===== src/rtl/toggle_bank.sv =====
// Bank of NCH independent toggle generators. Each channel has a prescaler and
// runs either once (sticky done) or continuously (wrap pulse on every reload).
module toggle_bank #(
  parameter int NCH       = 4,
  parameter int WIDTH     = 32,
  parameter int DIV_W     = 16,
  parameter int DEF_COUNT = 100000,
  localparam int CW       = $clog2(NCH)
) (
  input  logic             clk,
  input  logic             reset,
  input  logic             cfg_we,
  input  logic [CW-1:0]    cfg_ch,
  input  logic [WIDTH-1:0] cfg_count,
  input  logic [DIV_W-1:0] cfg_div,
  input  logic             cfg_mode,
  input  logic [NCH-1:0]   start,
  input  logic [NCH-1:0]   stop,
  output logic [NCH-1:0]   out,
  output logic [NCH-1:0]   busy,
  output logic [NCH-1:0]   done,
  output logic [NCH-1:0]   wrap,
  output logic             cfg_err
);

  typedef enum logic [1:0] {
    IDLE = 2'd0,
    RUN  = 2'd1,
    DONE = 2'd2
  } chState_e;

  logic [WIDTH-1:0] countReg_q  [NCH];
  logic [WIDTH-1:0] countReg_d  [NCH];
  logic [DIV_W-1:0] divReg_q    [NCH];
  logic [DIV_W-1:0] divReg_d    [NCH];
  logic [WIDTH-1:0] remaining_q [NCH];
  logic [WIDTH-1:0] remaining_d [NCH];
  logic [DIV_W-1:0] presc_q     [NCH];
  logic [DIV_W-1:0] presc_d     [NCH];
  chState_e         state_q     [NCH];
  chState_e         state_d     [NCH];

  logic [NCH-1:0] modeReg_q, modeReg_d;
  logic [NCH-1:0] level_q, level_d;
  logic [NCH-1:0] done_q, done_d;
  logic [NCH-1:0] wrap_q, wrap_d;
  logic [NCH-1:0] busy_q, busy_d;
  logic           cfgErr_q, cfgErr_d;
  logic [NCH-1:0] writeOk;

  // An out-of-range channel matches no bit, so it falls through to the error pulse.
  always_comb begin
    writeOk = '0;
    for (int i = 0; i < NCH; i++) begin
      writeOk[i] = cfg_we && (cfg_ch == CW'(i)) && (state_q[i] != RUN);
    end
  end

  assign cfgErr_d = cfg_we && (writeOk == '0);

  always_comb begin
    level_d   = level_q;
    done_d    = done_q;
    modeReg_d = modeReg_q;
    wrap_d    = '0;
    busy_d    = '0;
    for (int i = 0; i < NCH; i++) begin
      countReg_d[i]  = countReg_q[i];
      divReg_d[i]    = divReg_q[i];
      remaining_d[i] = remaining_q[i];
      presc_d[i]     = presc_q[i];
      state_d[i]     = state_q[i];

      if (writeOk[i]) begin
        countReg_d[i] = cfg_count;
        divReg_d[i]   = cfg_div;
        modeReg_d[i]  = cfg_mode;
      end

      // Starts read the registered config, so a same-cycle write applies next run.
      if (stop[i]) begin
        state_d[i] = IDLE;
        level_d[i] = 1'b0;
        done_d[i]  = 1'b0;
      end else if (start[i] && (state_q[i] != RUN)) begin
        level_d[i] = 1'b0;
        if (countReg_q[i] == '0) begin
          state_d[i]     = DONE;
          done_d[i]      = 1'b1;
          remaining_d[i] = '0;
        end else begin
          state_d[i]     = RUN;
          done_d[i]      = 1'b0;
          remaining_d[i] = countReg_q[i];
          presc_d[i]     = divReg_q[i];
        end
      end else if (state_q[i] == RUN) begin
        if (presc_q[i] != '0) begin
          presc_d[i] = presc_q[i] - DIV_W'(1);
        end else begin
          level_d[i] = ~level_q[i];
          presc_d[i] = divReg_q[i];
          if (remaining_q[i] > WIDTH'(1)) begin
            remaining_d[i] = remaining_q[i] - WIDTH'(1);
          end else if (modeReg_q[i]) begin
            remaining_d[i] = countReg_q[i];
            wrap_d[i]      = 1'b1;
          end else begin
            remaining_d[i] = '0;
            state_d[i]     = DONE;
            done_d[i]      = 1'b1;
          end
        end
      end

      busy_d[i] = (state_d[i] == RUN);
    end
  end

  always_ff @(posedge clk) begin
    if (!reset) begin
      for (int i = 0; i < NCH; i++) begin
        countReg_q[i]  <= WIDTH'(DEF_COUNT);
        divReg_q[i]    <= '0;
        remaining_q[i] <= '0;
        presc_q[i]     <= '0;
        state_q[i]     <= IDLE;
      end
      modeReg_q <= '0;
      level_q   <= '0;
      done_q    <= '0;
      wrap_q    <= '0;
      busy_q    <= '0;
      cfgErr_q  <= 1'b0;
    end else begin
      countReg_q  <= countReg_d;
      divReg_q    <= divReg_d;
      remaining_q <= remaining_d;
      presc_q     <= presc_d;
      state_q     <= state_d;
      modeReg_q   <= modeReg_d;
      level_q     <= level_d;
      done_q      <= done_d;
      wrap_q      <= wrap_d;
      busy_q      <= busy_d;
      cfgErr_q    <= cfgErr_d;
    end
  end

  assign out     = level_q;
  assign busy    = busy_q;
  assign done    = done_q;
  assign wrap    = wrap_q;
  assign cfg_err = cfgErr_q;

endmodule


===== config.mk =====
export PLATFORM = sky130hd
export DESIGN_NAME = toggle_bank
export DESIGN_NICKNAME = d
export VERILOG_FILES = /design/src/rtl/toggle_bank.sv
export SDC_FILE = /design/constraint.sdc
export NUM_CORES = 1
export LEC_CHECK = 0
export ABC_AREA = 0
export BUFFER_PORTS_ARGS = -buffer_cell sky130_fd_sc_hd__buf_2
export CAP_MARGIN = 30
export CORE_MARGIN = 2
export CORE_UTILIZATION = 56
export CTS_CLUSTER_DIAMETER = 150
export CTS_CLUSTER_SIZE = 28
export DETAILED_ROUTE_END_ITERATION = 8
export PLACE_DENSITY = 0.86
export REMOVE_ABC_BUFFERS = 1
export SETUP_SLACK_MARGIN = 0.4
export SYNTH_ARGS = -nofsm -noshare
export SYNTH_HDL_FRONTEND = slang
export SYNTH_SLANG_ARGS = --single-unit

===== constraint.sdc =====
create_clock -name clk -period 2.7 [get_ports clk]
set_input_delay 0.54 -clock clk [delete_from_list [all_inputs] [get_ports clk]]
set_output_delay 0.54 -clock clk [all_outputs]
set_load 0.05 [all_outputs]

==> impl_results.md, run 1 <==
- Post-synth top flop: dfxtp_1
- Ys Warns: 0
- Grt ovf: 0
- Leak pwr: ~9.3 nW
- Area of the core: 35600 sq um
- Least-Margin Pin Slew: just under 1000 ps
- Reg clk slew, reported paths: 110 ps
- Post-DP HPWL: about 45000 um
- Non-Filler Instances: roughly 3300
- Skew-Pair Late Insertion Delay: around 550 ps
- CP Capture Type: flop
- Final Cycle Share: between 90 and 100%
- Min Hold Slack: just under 300 ps
- Post-route setup slack: around 20 ps
- Async SR Flop Fraction: 0%
- Part of the power in the clock network: roughly a fifth
- Gp weighted congestion: a little under 1
- Register area share after synthesis: about two fifths
- Clock Tree Root: clkbuf_16
- Site Rows: slightly below 70
- Post-synth EDFFs: 0
- All-Layer GR Usage: roughly a third
- Power consumption: around 17 mW
- DR WL/cell: 22.5 um
- Via count: 22500
- Area Overhead vs Synth: 24.5%
- Hold depth: 3
- Slew Limit Headroom: 34.9%
- DRC: 0
- Die Span Y: 194 um
- DR pass1 iterations: 7
- Setup CP Type: reg -> reg
- Layout cells sized above 1: 23.6%
- Simple-gate share of the synthesized area: a little over a quarter
- Peak VDD IR: 0.606 mV
- Hold_buf cts: 0
- P_int: roughly 11 mW
- Register-to-Register Path Depth: 7
- Synthesized flop and latch total: slightly above 400
- Initial antenna violation count: 2
- Fill cell count: 2549
- Clock skew: between 20 and 25 ps
- Post-Synth XOR/XNOR Area: about 1.6%
- Mapped Area: 20200 sq um
- Largest family of logic cells by synthesized area: simple AND/OR/NAND/NOR gates
- CP required: approximately 3100 ps
- I/O pins: 79
- First-pass GRT wire length: ~110000 um
- First DRT Iteration DRCs: about 2900
- Synth unique cells: 80
- Final Net Count: 2882
- DP Worst Slack: -169 ps
- Crit path DAT: about 3100 ps
- F_max: ~370 MHz
- Worst flop-to-flop path startpoint: remaining_q[120]$_SDFFE_PN0P_
- Sequential Power Share: 40.9%
- Final setup fails: 0
- Minimum clock period: 2680 ps
- Register-to-Register Setup Slack: about 20 ps
- Status: finished clean
- Commonest non-fill, non-tap cell in the layout: nand2_1
- Syn Area/Cell: ~7.7 sq um
- Switching Fraction: ~37%
- Post-synthesis mux area share: less than 1%
- Clk sinks: between 400 and 500
- H-tree depth: 1
- Worst hold path endpoint: cfg_err$_SDFF_PN0_
- Initial Util: 56.8%
- Worst flop-to-flop path endpoint: remaining_q[109]$_SDFFE_PN0P_
- CTS tree: done
- P_sw: about 6.3 mW
- Commonest cells after routing, fill and taps aside: nand2_1, dfxtp_1, a21oi_1, buf_4, nor2_1
- Vias in the first global route: about 20000
- Routed vias/inst: between 6 and 7
- Clock buffer depth: 3
- Adder-Cell Fraction of Synth Area: 0.743%
- Hold path startpoint: cfg_we
- PwrDens: 672 nW/um^2
- Final hold violation count: 0
- Startpoint Class: flop
- DRT Wirelength: between 70000 and 80000 um
- Full die area: roughly 38000 sq um
- Crit Path Max Fanout: 16
- CTS buffer count: 18
- Comb pwr share: slightly below 40%
- Largest net degree at the start of global routing: 80
- Routed Antenna Nets: 0
- RSZ-0062 raised after global routing: true
- Min-Delay Path Class: in -> reg
- I/O Buffers: 78
- Synth Area in Compound Gates: approximately 25%
- Die X: ~190 um
- Max-slew violations: 0
- Cell count after synthesis: between 2000 and 3000
- Max-cap violations: 0
- # placed instances: approximately 3200
[cell type report]
cell class | instances | area, sq um | area share (%)
diodes | 4 | 10.0 | 0.0398
clock buffers | 19 | 475 | 1.89
well taps | 461 | 577 | 2.29
multi-input cells | 2005 | 12600 | 50.2
flip-flops and latches | 413 | 8290 | 32.9
inverters | 39 | 154 | 0.611
repair buffers | 331 | 3030 | 12.0
clock inverters | 1 | 8.76 | 0.0348
[repair_timing]
action	4_1_cts	5_1_grt
setup buffers	32	42
cloned	11	10
endpoints found under the setup margin	180	205
pin swaps	79	123
resized for setup	167	276
[metal layers]
metal | vias to the layer above | GRT usage (%) | wire, um
li1 | 9914 | - | -
met1 | 10600 | 45.3 | 27300
met2 | 1606 | 56.2 | 33500
met3 | 375 | 5.69 | 8170
met4 | 0 | 15.8 | 4640
met5 | - | 0 | 0
[per-stage QoR]
stage | setup TNS, ps | util (%) | cell area [sq um]
floorplan | -131110 | - | 19500
global placement | -144 | 61.5 | 21900
detailed placement | -2370 | 61.6 | 21900
CTS | 0 | 66.3 | 23600
global route | -415 | 70.7 | 25200
finish | 0 | 70.8 | 25200
[how the worst max path moves through the flow]
stage / startpoint / to / depth (start not counted)
final: remaining_q[120]$_SDFFE_PN0P_ / remaining_q[109]$_SDFFE_PN0P_ / 7
after global routing: remaining_q[55]$_SDFFE_PN0P_ / remaining_q[59]$_SDFFE_PN0P_ / 9
after CTS: remaining_q[106]$_SDFFE_PN0P_ / remaining_q[109]$_SDFFE_PN0P_ / 7
after detailed placement: remaining_q[16]$_SDFFE_PN0P_ / remaining_q[10]$_SDFFE_PN0P_ / 7
after global placement: remaining_q[16]$_SDFFE_PN0P_ / remaining_q[25]$_SDFFE_PN0P_ / 6
after floorplan: remaining_q[34]$_SDFFE_PN0P_ / remaining_q[53]$_SDFFE_PN0P_ / 6
[critical path, stage by stage, from the launching register on]
cell	delay, ps
dfxtp_2	340
or4_4	530
or4_4	430
or4_4	580
and2_4	210
buf_12	160
a32oi_2	220
o22ai_1	100
[kinds of logic after synthesis]
| family | Yosys count |
|---|---|
| simple gates | 1176 |
| flops | 413 |
| xor+xnor | 36 |
| mux | 7 |
| compound gates | 773 |
| fa+ha+maj | 12 |
| buf+inv | 225 |
[power groups by stage]
stage	registers, mW	logic, mW	clock network [mW]
after floorplan	6.90	3.13	0
after CTS	6.85	5.50	3.24
after global routing	6.95	7.17	3.44
after global placement	6.94	4.74	0
final	6.92	6.73	3.26
after detailed placement	6.97	4.90	0
[state kept, by name, indices dropped and copies added (netlist names)]
register,cells
out,4
remaining_q,128
wrap,4
presc_q,64
done,4
divReg_q,64
busy,4
modeReg_q,4
cfg_err,1
countReg_q,128
state_q,8
[synth_stat cells (all sizes together), types with 6 or more instances]
library cell | number | share of area (%)
a21oi | 322 | 8.0
or4 | 35 | 1.3
and3 | 14 | 0.43
nor3b | 10 | 0.37
nor2b | 6 | 0.19
a211oi | 11 | 0.41
nor2 | 163 | 3.0
dfxtp | 413 | 41
clkbuf | 159 | 3.0
or2 | 12 | 0.37
nor3 | 98 | 2.5
a31oi | 16 | 0.50
a22o | 13 | 0.56
or3 | 30 | 0.93
nand3 | 85 | 2.1
o221a | 6 | 0.33
a2bb2oi | 8 | 0.35
ha | 12 | 0.74
o2bb2ai | 11 | 0.48
a221oi | 32 | 1.7
nand3b | 6 | 0.22
nand2b | 22 | 0.68
o21bai | 6 | 0.22
o211ai | 16 | 0.59
a32oi | 12 | 0.52
nand2 | 542 | 10
a32o | 45 | 2.2
and4 | 14 | 0.61
o31a | 9 | 0.39
and2 | 23 | 0.72
nand4 | 16 | 0.50
o31ai | 16 | 0.59
a21o | 23 | 0.85
o21ai | 129 | 3.2
xor2 | 18 | 0.78
o22ai | 34 | 1.1
o21a | 7 | 0.26
buf | 27 | 0.76
nor4 | 86 | 2.7
o32ai | 6 | 0.26
a22oi | 18 | 0.67
xnor2 | 18 | 0.78
inv | 39 | 0.72
No activity file was read; power rests on OpenSTA's default activity.
==> inputs of run 2 (changes only) <==
Settings changed: CORE_UTILIZATION 56 to 58, CTS_BUF_LIST from default to sky130_fd_sc_hd__clkbuf_4, PLACE_DENSITY 0.86 to 0.88.
==> run 2 against run 1 <==
Effect of this change: the flow now finishes with violations (negative setup slack); sequential power is 0.6% higher; core utilization is 1.5 points higher; clock power is 33% lower; worst hold slack worse by 290 ps; via count is 2.1% higher; register-to-register slack worse by 95 ps; flip-flop and latch count stayed put; die area is 3.4% lower; largest power group unchanged; highest routed layer is now met5.
==> impl_results.md, run 2 (synthesized netlist as in run 1, its figures left out) <==
- All-Layer GR Usage: between 30% and 40%
- Via count: 23000
- Routed vias/inst: 7.07
- I/O Buffers: 78
- DRT Wirelength: roughly 76000 um
- DRC: 0
- F_max: roughly 360 MHz
- Crit path DAT: around 3500 ps
- CTS tree: done
- Biggest regs: countReg_q (128), remaining_q (128)
- Fill cell count: roughly 2400
- Crit Path Max Fanout: 6
- I/O pins: just under 80
- Die X: approximately 190 um
- Layout cells sized above 1: between 20% and 30%
- Worst flop-to-flop path endpoint: remaining_q[85]$_SDFFE_PN0P_
- CTS buffer count: 18
- DR pass1 iterations: 9
- Leak pwr: around 9 nW
- Initial Util: 58.7%
- Reg clk slew, reported paths: 340 ps
- Crit path largest cell delay: 520 ps
- CP max-delay cell: nor3_1
- Skew-Pair Late Insertion Delay: roughly 840 ps
- First-pass GRT wire length: ~110000 um
- Post-DP HPWL: approximately 44000 um
- Register-to-Register Setup Slack: -80 ps
- Routed Antenna Nets: 0
- Setup crit start: remaining_q[67]$_SDFFE_PN0P_
- Gp weighted congestion: approximately 0.99
- Die Span Y: about 190 um
- DR WL/cell: approximately 23 um
- Register-to-Register Path Depth: 6
- CP required: approximately 3400 ps
- Final hold violation count: 0
- Min Hold Slack: approximately 11 ps
- Commonest non-fill, non-tap cell in the layout: nand2_1
- Clock skew: roughly 74 ps
- Commonest cells after routing, fill and taps aside: nand2_1, dfxtp_1, a21oi_1, nor2_1, buf_4
- Least-Margin Pin Slew: slightly above 800 ps
- Setup TNS: -285 ps
- Full die area: 36400 sq um
- Min-Delay Path Class: in -> reg
- CP Capture Type: flop
- Largest net degree at the start of global routing: about 120
- Clock Tree Root: clkbuf_4
- Area Overhead vs Synth: 23.2%
- Clk sinks: about 410
- Grt ovf: 0
- Non-Filler Instances: about 3300
- Max-cap violations: 0
- Final Net Count: 2868
- Max-slew violations: 0
- Final core occ: 72.3%
- Failing checks: negative setup slack
- Status: complete, but fails checks
- Peak VDD IR: between 0.5 and 0.6 mV
- Slew Limit Headroom: ~44%
- H-tree depth: 1
- Post-route setup slack: -75.3 ps
- Termination of the worst setup path: remaining_q[85]$_SDFFE_PN0P_
- Vias in the first global route: slightly above 20000
- Initial antenna violation count: 3
- Crit path cell chain: or3_1, nor3_1, nand3_1, nor3_1, o21ai_4, a32o_1
- Area of the core: between 30000 and 40000 sq um
- Site Rows: just under 70
- Minimum clock period: between 2000 and 3000 ps
- RSZ-0062 raised after global routing: true
- Setup CP Type: reg -> reg
- Clock buffer depth: 3
- Final Cycle Share: 103%
- Cell mode on critical path: nor3_1
- Startpoint Class: flop
- PwrDens: between 600 and 700 nW/um^2
- Final setup fails: 11
- First DRT Iteration DRCs: 3696
- # placed instances: 3128
- Worst flop-to-flop path startpoint: remaining_q[67]$_SDFFE_PN0P_
==> run 2: cell types whose count changed in the layout (fill, tap and decap cells not counted), moves of 12 or more <==
cell and change:
clkbuf_4 +21, clkbuf_16 -19, buf_4 -18, dfxtp_1 -18
dfxtp_2 +16, a221oi_2 -12
==> run 2: metrics by stage <==
| stage | worst slack, ps | area [sq um] | total power [mW] |
|---|---|---|---|
| after floorplan | -833 | 19500 | 10.0 |
| after global placement | -42.3 | 21800 | 11.6 |
| after detailed placement | -97.9 | 21800 | 11.8 |
| after CTS | -14.1 | 23200 | 14.4 |
| after global routing | -122 | 24900 | 16.6 |
| final | -75.3 | 24900 | 16.0 |
==> run 2: timing repair <==
item,4_1_cts,5_1_grt
pin swaps,101,110
setup endpoints to repair,188,192
gates cloned,10,15
endpoints found under the hold margin,3,2
setup buffers,27,46
hold buffers,2,1
resized for setup,227,264
==> run 2: routing by layer <==
layer | up-vias | routed length [um] | track usage, %
met1 | 10700 | 26600 | 45.9
met5 | - | 21 | 0
li1 | 9892 | - | -
met2 | 1859 | 33400 | 57.1
met3 | 537 | 9300 | 5.72
met4 | 4 | 6310 | 21.7
==> run 2: power breakdown <==
group,total (mW),switching (mW),internal [mW]
clock network,2.18,1.85,0.332
logic,6.90,3.99,2.91
registers,6.96,0.461,6.50
total,16.0,6.30,9.74
==> run 2: final cells by class <==
cell class	count	area [sq um]	area share, %
flip-flops and latches	413	8320	33.4
repair buffers	315	2890	11.6
clock buffers	19	143	0.573
well taps	455	569	2.29
multi-input cells	2007	12800	51.5
clock inverters	1	8.76	0.0352
diodes	2	5.00	0.0201
inverters	39	156	0.628
==> run 2: worst min-delay path by stage <==
stage,startpoint,depth (start not counted),to
finish,cfg_div[1],3,divReg_q[17]$_SDFFE_PN0P_
global route,cfg_div[1],3,divReg_q[17]$_SDFFE_PN0P_
CTS,cfg_count[20],3,countReg_q[52]$_SDFFE_PN0P_
detailed placement,done[1]$_SDFFE_PP0P_,2,done[1]$_SDFFE_PP0P_
global placement,done[1]$_SDFFE_PP0P_,2,done[1]$_SDFFE_PP0P_
floorplan,remaining_q[93]$_SDFFE_PN0P_,2,remaining_q[93]$_SDFFE_PN0P_
==> run 2: critical path, delay by kind of cell, from the launching register on <==
| family | cells | cell delay, ps |
|---|---|---|
| simple gates | 4 | 1840 |
| flops | 1 | 440 |
| compound gates | 2 | 400 |
